==> src/rtl/opfetch_pkg.sv <==
// Shared types and sizes for the operand fetch stage.
// Optional feature macro used by the top: OPFETCH_STALL_CNT_EN.
package opfetch_pkg;

  localparam int NUM_REGS = 16;
  localparam int DATA_W   = 16;
  localparam int ADDR_W   = 5;
  localparam int IDX_W    = 4;

  typedef enum logic [1:0] {
    IDLE    = 2'd0,
    CHECK   = 2'd1,
    CAPTURE = 2'd2,
    OUT     = 2'd3
  } state_t;

  // An address is illegal when it is actually used and its top bit is set
  // (only the lower NUM_REGS registers exist).
  function automatic logic addr_illegal(input logic [ADDR_W-1:0] addr, input logic used);
    return used & addr[ADDR_W-1];
  endfunction

endpackage

==> src/rtl/opfetch_scoreboard.sv <==
// Pending-write scoreboard: one busy bit per register, set when an
// instruction leaves the stage with a destination, cleared on writeback.
// A set and a clear to the same bit on one edge resolve to set.
module opfetch_scoreboard
  import opfetch_pkg::*;
(
  input  logic                clk,
  input  logic                reset,
  input  logic                set_en,
  input  logic [IDX_W-1:0]    set_idx,
  input  logic                clr_en,
  input  logic [ADDR_W-1:0]   clr_addr,
  input  logic [IDX_W-1:0]    query_a,
  input  logic [IDX_W-1:0]    query_b,
  input  logic                query_b_en,
  output logic [NUM_REGS-1:0] busy,
  output logic                hazard
);

  logic [NUM_REGS-1:0] busy_reg;
  logic [NUM_REGS-1:0] set_vec;
  logic [NUM_REGS-1:0] clr_vec;

  // Writebacks aimed above the register file are ignored.
  assign set_vec = set_en ? (NUM_REGS'(1) << set_idx) : '0;
  assign clr_vec = (clr_en && !clr_addr[ADDR_W-1]) ?
                   (NUM_REGS'(1) << clr_addr[IDX_W-1:0]) : '0;

  genvar gi;
  generate
    for (gi = 0; gi < NUM_REGS; gi++) begin : g_busy
      // Per-register busy flag; set has priority over clear.
      always_ff @(posedge clk or posedge reset) begin
        if (reset)            busy_reg[gi] <= 1'b0;
        else if (set_vec[gi]) busy_reg[gi] <= 1'b1;
        else if (clr_vec[gi]) busy_reg[gi] <= 1'b0;
      end
    end
  endgenerate

  // Lookup uses the registered vector, so a same-cycle writeback only
  // unblocks on the following cycle.
  assign hazard = busy_reg[query_a] | (query_b_en & busy_reg[query_b]);
  assign busy   = busy_reg;

endmodule

==> src/rtl/operand_fetch.sv <==
// Operand fetch stage: accepts a decoded instruction, waits out RAW hazards
// against the scoreboard, reads the register bank (registered data, one cycle
// later) and presents operands to execute with a valid/ready handshake.
// Optional: define OPFETCH_STALL_CNT_EN to add a saturating stall_count output.
module operand_fetch
  import opfetch_pkg::*;
(
  input  logic                clk,
  input  logic                reset,
  input  logic                instr_valid,
  output logic                instr_ready,
  input  logic [ADDR_W-1:0]   src_a,
  input  logic [ADDR_W-1:0]   src_b,
  input  logic                src_b_en,
  input  logic [ADDR_W-1:0]   dst,
  input  logic                dst_en,
  output logic                read_1EN,
  output logic                read_2EN,
  output logic [ADDR_W-1:0]   read_1,
  output logic [ADDR_W-1:0]   read_2,
  input  logic [DATA_W-1:0]   line_a,
  input  logic [DATA_W-1:0]   line_b,
  output logic                op_valid,
  input  logic                op_ready,
  output logic [DATA_W-1:0]   op_a,
  output logic [DATA_W-1:0]   op_b,
  output logic [ADDR_W-1:0]   op_dst,
  output logic                op_dst_en,
  input  logic                wb_valid,
  input  logic [ADDR_W-1:0]   wb_addr,
  output logic [NUM_REGS-1:0] busy,
  output logic                addr_err
`ifdef OPFETCH_STALL_CNT_EN
  ,
  output logic [15:0]         stall_count
`endif
);

  state_t              state_reg, state_next;
  logic [ADDR_W-1:0]   src_a_reg, src_b_reg, dst_reg;
  logic                src_b_en_reg, dst_en_reg;
  logic [DATA_W-1:0]   op_a_reg, op_b_reg;
  logic [ADDR_W-1:0]   op_dst_reg;
  logic                op_dst_en_reg;
  logic                hazard;
  logic                addr_bad;
  logic                retire;

  assign addr_bad = addr_illegal(src_a_reg, 1'b1)
                  | addr_illegal(src_b_reg, src_b_en_reg)
                  | addr_illegal(dst_reg, dst_en_reg);

  assign retire = (state_reg == OUT) && op_ready;

  opfetch_scoreboard u_scoreboard (
    .clk        (clk),
    .reset      (reset),
    .set_en     (retire && op_dst_en_reg),
    .set_idx    (op_dst_reg[IDX_W-1:0]),
    .clr_en     (wb_valid),
    .clr_addr   (wb_addr),
    .query_a    (src_a_reg[IDX_W-1:0]),
    .query_b    (src_b_reg[IDX_W-1:0]),
    .query_b_en (src_b_en_reg),
    .busy       (busy),
    .hazard     (hazard)
  );

  // State register.
  always_ff @(posedge clk or posedge reset) begin
    if (reset) state_reg <= IDLE;
    else       state_reg <= state_next;
  end

  // Latch the offered instruction on acceptance.
  always_ff @(posedge clk or posedge reset) begin
    if (reset) begin
      src_a_reg    <= '0;
      src_b_reg    <= '0;
      src_b_en_reg <= 1'b0;
      dst_reg      <= '0;
      dst_en_reg   <= 1'b0;
    end else if (state_reg == IDLE && instr_valid) begin
      src_a_reg    <= src_a;
      src_b_reg    <= src_b;
      src_b_en_reg <= src_b_en;
      dst_reg      <= dst;
      dst_en_reg   <= dst_en;
    end
  end

  // Capture bank data into the operand registers; held through OUT.
  always_ff @(posedge clk or posedge reset) begin
    if (reset) begin
      op_a_reg      <= '0;
      op_b_reg      <= '0;
      op_dst_reg    <= '0;
      op_dst_en_reg <= 1'b0;
    end else if (state_reg == CAPTURE) begin
      op_a_reg      <= line_a;
      op_b_reg      <= src_b_en_reg ? line_b : '0;
      op_dst_reg    <= dst_reg;
      op_dst_en_reg <= dst_en_reg;
    end
  end

  // Next-state and handshake/read-port outputs.
  always_comb begin
    state_next  = state_reg;
    instr_ready = 1'b0;
    read_1EN    = 1'b0;
    read_2EN    = 1'b0;
    read_1      = '0;
    read_2      = '0;
    addr_err    = 1'b0;
    op_valid    = 1'b0;
    case (state_reg)
      IDLE: begin
        instr_ready = 1'b1;
        if (instr_valid) state_next = CHECK;
      end
      CHECK: begin
        if (addr_bad) begin
          addr_err   = 1'b1;
          state_next = IDLE;
        end else if (!hazard) begin
          read_1EN   = 1'b1;
          read_1     = src_a_reg;
          read_2EN   = src_b_en_reg;
          read_2     = src_b_reg;
          state_next = CAPTURE;
        end
      end
      CAPTURE: state_next = OUT;
      OUT: begin
        op_valid = 1'b1;
        if (op_ready) state_next = IDLE;
      end
      default: state_next = IDLE;
    endcase
  end

  assign op_a      = op_a_reg;
  assign op_b      = op_b_reg;
  assign op_dst    = op_dst_reg;
  assign op_dst_en = op_dst_en_reg;

`ifdef OPFETCH_STALL_CNT_EN
  logic [15:0] stall_count_reg;

  // Count hazard cycles spent in CHECK, saturating at all-ones.
  always_ff @(posedge clk or posedge reset) begin
    if (reset)
      stall_count_reg <= '0;
    else if (state_reg == CHECK && !addr_bad && hazard && stall_count_reg != 16'hFFFF)
      stall_count_reg <= stall_count_reg + 16'd1;
  end

  assign stall_count = stall_count_reg;
`endif

endmodule
==> config.mk <==
export PLATFORM = sky130hd
export DESIGN_NAME = operand_fetch
export DESIGN_NICKNAME = d
export VERILOG_FILES = /design/src/rtl/opfetch_pkg.sv /design/src/rtl/opfetch_scoreboard.sv /design/src/rtl/operand_fetch.sv
export SDC_FILE = /design/constraint.sdc
export NUM_CORES = 1
export LEC_CHECK = 0
export CAP_MARGIN = 20
export CORE_MARGIN = 4
export CORE_UTILIZATION = 44
export DETAILED_ROUTE_END_ITERATION = 7
export PLACE_DENSITY = 0.87
export REMOVE_ABC_BUFFERS = 1
export SYNTH_ARGS = -nofsm -noshare
export SYNTH_HDL_FRONTEND = slang
export SYNTH_SLANG_ARGS = --single-unit
==> constraint.sdc <==
create_clock -name clk -period 3.1 [get_ports clk]
set_clock_uncertainty 0.1 [all_clocks]
set_input_delay 0.62 -clock clk [delete_from_list [all_inputs] [get_ports clk]]
set_output_delay 0.62 -clock clk [all_outputs]
set_load 0.03 [all_outputs]
; Word level (Yosys, flattened, before mapping)
; Cells that the tools add are included.
[totals]
in_bits = 59
regBits = 73
output_inout_bits = 69
word_cells = 125
[classes]
shift = 2
reduce_logical = 23
eq_ne = 6
order_cmp = 2
bitwise_logic = 6
muxes = 60
[ops]
columns = op, count
row1 = 16-bit 2-to-1 mux, 3
row2 = 1-bit 2-to-1 mux, 44
row3 = 2-bit nonzero test, 16
row4 = 1-bit by 4-bit left shift with 16-bit output (first input constant), 2
row5 = 5-bit 2-to-1 mux, 6
row6 = 4-bit by 5-bit < comparator with 1-bit output (second input constant), 2
row7 = 1-bit binary-select mux with 4-bit select, 2
row8 = 2-bit 2-to-1 mux, 4
row9 = 2-bit one-hot mux with 4 select lines, 1
row10 = 2-bit == test (second input constant), 2
row11 = 1-bit logical AND, 4
row12 = 2-bit != test (second input constant), 2
row13 = 1-bit bitwise AND, 3
row14 = 3-bit != test (second input constant), 1
row15 = 1-bit bitwise OR, 3
row16 = 3-bit AND reduction, 1
row17 = 2-bit by 1-bit == test with 1-bit output (second input constant), 1
row18 = 2-bit zero test, 1
row19 = 1-bit zero test, 1

; Depth between registers and ports, before layout
[depth]
depth_word = 7
mapped_depth = 7
mapped_depth_nobuf = 5

; Cells and area by module
; A second synthesis with hierarchy kept.
[hier_totals]
cells_unflattened = 274
hier_area_um2 = 3382.0
[by_module_without_submodules]
columns = module, cells_per_inst, area_each_um2, n_inst, seq_area_each_um2
row1 = operand_fetch, 191, 2456.1, 1, 1426.4
row2 = opfetch_scoreboard, 83, 925.9, 1, 400.4

; Worst setup path before layout
; No wires, ideal clock.
[synth_path]
path_kind = reg-to-output
start = register u_scoreboard.busy_reg[13] (netlist: u_scoreboard.busy[13])
end = output read_1[0]
stages_incl_launch_ff = 7
path_buffers = 1
t_required_ns = 2.380
setup_slack_ns = 0.359
arrival_ns = 2.021
path_cell_list = dfrtp_1 > mux4_1 > mux2i_1 > mux2i_1 > nor4_2 > buf_4 > and2_2
[synth_between]
elab_chain_len = 7
word_cells_on_any_way = 9
cone_classes = mux (7) / bitwise (2)
[synth_rtl]
columns = element, line_no
row1 = from (decl), opfetch_scoreboard.sv:20  ; logic [NUM_REGS-1:0] busy_reg;
row2 = "from (signal, indexed assignment)", opfetch_scoreboard.sv:34  ; if (reset) busy_reg[gi] <= 1'b0;
row3 = "from (signal, indexed assignment)", opfetch_scoreboard.sv:35  ; else if (set_vec[gi]) busy_reg[gi] <= 1'b1;
row4 = "from (signal, indexed assignment)", opfetch_scoreboard.sv:36  ; else if (clr_vec[gi]) busy_reg[gi] <= 1'b0;
row5 = 1-bit binary-select mux with 4-bit select, opfetch_scoreboard.sv:43  ; assign hazard = busy_reg[query_a] | (query_b_en & busy_reg[query_b]);
row6 = 1-bit 2-to-1 mux (implied by the code), opfetch_scoreboard.sv:43
row7 = 1-bit bitwise AND, opfetch_scoreboard.sv:43
row8 = 1-bit bitwise OR (*), opfetch_scoreboard.sv:43
row9 = 5-bit 2-to-1 mux (*), operand_fetch.sv:126  ; end else if (!hazard) begin
row10 = 5-bit 2-to-1 mux (*), operand_fetch.sv:123  ; if (addr_bad) begin
row11 = 5-bit 2-to-1 mux (*), operand_fetch.sv:117  ; case (state_reg)
row12 = to (decl), operand_fetch.sv:19  ; output logic [ADDR_W-1:0] read_1,
; Every way passes the cells marked *; elsewhere a longest branch is shown, timed or not. The select of a mux whose other input is x is not followed.

; Worst setup path after layout
[layout_path]
start = register src_b_reg[0]
end = output read_2[2]
[layout_between]
elab_chain_len = 7
[layout_rtl]
columns = element, line_no
row1 = from (decl), operand_fetch.sv:40  ; logic [ADDR_W-1:0] src_a_reg, src_b_reg, dst_reg;
row2 = from (signal assigned), operand_fetch.sv:85  ; src_b_reg <= src_b;
row3 = 1-bit binary-select mux with 4-bit select, opfetch_scoreboard.sv:43
row4 = 1-bit 2-to-1 mux (implied by the code), opfetch_scoreboard.sv:43
row5 = 1-bit bitwise AND, opfetch_scoreboard.sv:43
row6 = 1-bit bitwise OR, opfetch_scoreboard.sv:43
row7 = 5-bit 2-to-1 mux, operand_fetch.sv:126
row8 = 5-bit 2-to-1 mux, operand_fetch.sv:123
row9 = 5-bit 2-to-1 mux, operand_fetch.sv:117
row10 = to (decl), operand_fetch.sv:20  ; output logic [ADDR_W-1:0] read_2,
; Every way passes these cells. The select of a mux whose other input is x is not followed.

==> flow_metrics.tcl <==
set metrics [dict create \
    yosys-top-cells-area "dfrtp_1 56%, mux2_2 14%, o21ai_0 7.8%" \
    critPathLaunchType "flop" \
    cp-end-kind "primary output" \
    n_antenna_cell 0 \
    instances_no_fill 507 \
    viasPerCell 5.16 \
    grt_start_max_net_pins 74 \
    grt_pass1_vias 2634 \
    utilization_pct 67.0 \
    drt_wl_total_um 8300 \
    port_buffers 126 \
    die_area_um2 8860 \
    report.final.hold_viol_count 0 \
    cts_tree "built" \
    synthCells 275 \
    die_w_um 94.1 \
    fin_tns_setup_ns -0.00815 \
    grt_pass1_wl_um 13300 \
    grt.total_usage_pct 19.3 \
    avgSynthCellArea_um2 11.9 \
    maxCapViolCount 0 \
    slew_headroom_pct 31.9 \
    timing.final.ws_setup_ns -0.00809 \
    required_ns 2.38 \
    worst-path-max-fanout 12 \
    irDropWorstVdd_uv 492 \
    grt_util_met1_pct 24.5 \
    power_mw 5.25 \
    dr.pass1.iters 4 \
    critical_path_class "reg -> out" \
    place_congestion 0.871 \
    min_path_type "reg -> reg" \
    htreeDepth 3 \
    layout-drive-gt1-share_pct 22.8 \
    drtIter0Drc 140 \
    setup_viol 2 \
    drc_errors 0 \
    clock_latency_ns 0.33 \
    fin_crit_ns 3.11 \
    placementRows 31 \
    core_um2 7210 \
    io_pins 128 \
    ys_types 33 \
    place_area_um2 4600 \
    start_util_pct 45.2 \
    hold_buffers 0 \
    synth.cell_area_um2 3260 \
    grt_antenna_before_repair 0 \
    powerDensity_nw_per_um2 1080 \
    numCtsBuffers 9 \
    clk_path_buf_depth 2 \
    hpwl_um 6140 \
    vias 2617 \
    use_met2_pct 32.4 \
    ant_nets 0 \
    clkSinkCount 73 \
    grt_overflow_total 0 \
    hold_slack_ns 0.384 \
    p_leak_nw 2.06 \
    rsz0062_at_grt "yes" \
    synth.top_cell.area_share_pct 56.0 \
    yosysWarnings 0 \
    dp_cells 490 \
    wl_per_cell_um 16.4 \
    clk_pin_slew_worst_paths_ns 0.08 \
    met3_usage_pct 4.57 \
    final_area_um2 4840 \
    nets 462 \
    drv_slew 0 \
    ys_ff_latch 73 \
    areaGrowthSynthToFinish_pct 48.1 \
    status "finished with violations" \
    violations "negative setup slack" \
    tightest_slew_ns 1.02 \
    root_buffer "clkbuf_8" \
    die_h_um 94.1 \
    fmax_ghz 0.322 \
    fin_crit_sh_pct 100 \
    arrival_ns 2.39 \
    grt-busiest-layer "met2" \
    yosysSeqAreaShare_pct 56.0 \
    dp_slack_ns 0.268 \
    synth_area_leader_cell "dfrtp_1" \
]
==> cell usage in the layout, fill, tap and decap left out, types with 3 or more instances in the layout <==
master / count
and2_2: 10
buf_4: 15
clkbuf_8: 11
clkdlybuf4s50_1: 115
dfrtp_1: 72
inv_1: 3
mux2_2: 41
mux2i_1: 5
mux4_1: 4
nand2_1: 37
nand2b_1: 6
nand3_1: 3
nor2_1: 4
o21ai_0: 51
==> timing repair <==
item / in CTS / in global routing
buffers inserted: 1 / 0
setup endpoints to repair: 10 / 11
resized for setup: 1 / 0
==> final timing paths <==
path,from,end,slack (ns),cells after the start
worst max-delay path,src_b_reg[0],read_2[2],-0.008,7
worst min-delay path,op_b[1],op_b[1],0.38,2
worst max register to register,src_b_reg[0],flop,1.01,6
worst min register to register,op_b[1],op_b[1],0.38,2
max in group asynchronous,reset,src_a_reg[0],1.99,3
min in group asynchronous,reset,op_a[3],0.60,3
==> power breakdown <==
part	internal (mW)	total (mW)	switching [mW]
sequential	1.40	1.78	0.385
combinational	1.23	2.63	1.40
clock	0.494	0.833	0.339
==> cells by family after synthesis <==
family	Yosys count	share of synthesized area (%)
other	1	0.115
AOI/OAI and AO/OA	56	9.12
and+or+nand+nor	75	12.0
buffers and inverters	18	2.57
muxes	52	20.3
DFF	73	56.0
==> critical path: stages, from the launching register on <==
cell	delay, ns
dfrtp_1	0.52
mux4_2	0.39
nor2b_1	0.04
nor4b_1	0.47
nor4_2	0.09
buf_4	0.18
and2_2	0.20
buf_4	0.16
==> area by class of cell <==
class	instances	area [um2]
Timing Repair Buffer	131	1280
Clock buffer	11	151
Multi-Input combinational cell	184	1360
Clock inverter	5	77.6
Fill cell	577	2380
Inverter	4	15.0
Tap cell	99	124
Sequential cell	73	1830
==> metal layers <==
metal,vias up,part of all wire (%)
li1,1223,-
met5,-,0
met2,98,51
met1,1283,40
met3,13,8.0
met4,0,1.4
==> synth_stat cells <==
master / count
dfrtp_1: 73
inv_1: 4
mux2i_1: 5
nor4_2: 1
nor2b_1: 1
a21o_2: 1
nor2_1: 4
o2bb2ai_1: 1
a221oi_1: 2
and2_2: 10
buf_6: 1
or3b_2: 1
clkbuf_1: 6
buf_4: 2
mux4_2: 2
buf_1: 4
or2_2: 2
or3_1: 2
buf_2: 1
o21ai_0: 51
nand4b_1: 1
mux2_2: 41
nor3b_1: 1
nor3_1: 1
nor4b_1: 1
o211ai_1: 1
conb_1: 1
mux4_1: 4
and2_1: 2
nand3_1: 3
nand2b_1: 7
nand3b_1: 1
nand2_1: 37
Note: power is estimated with default switching activity, not from simulation.
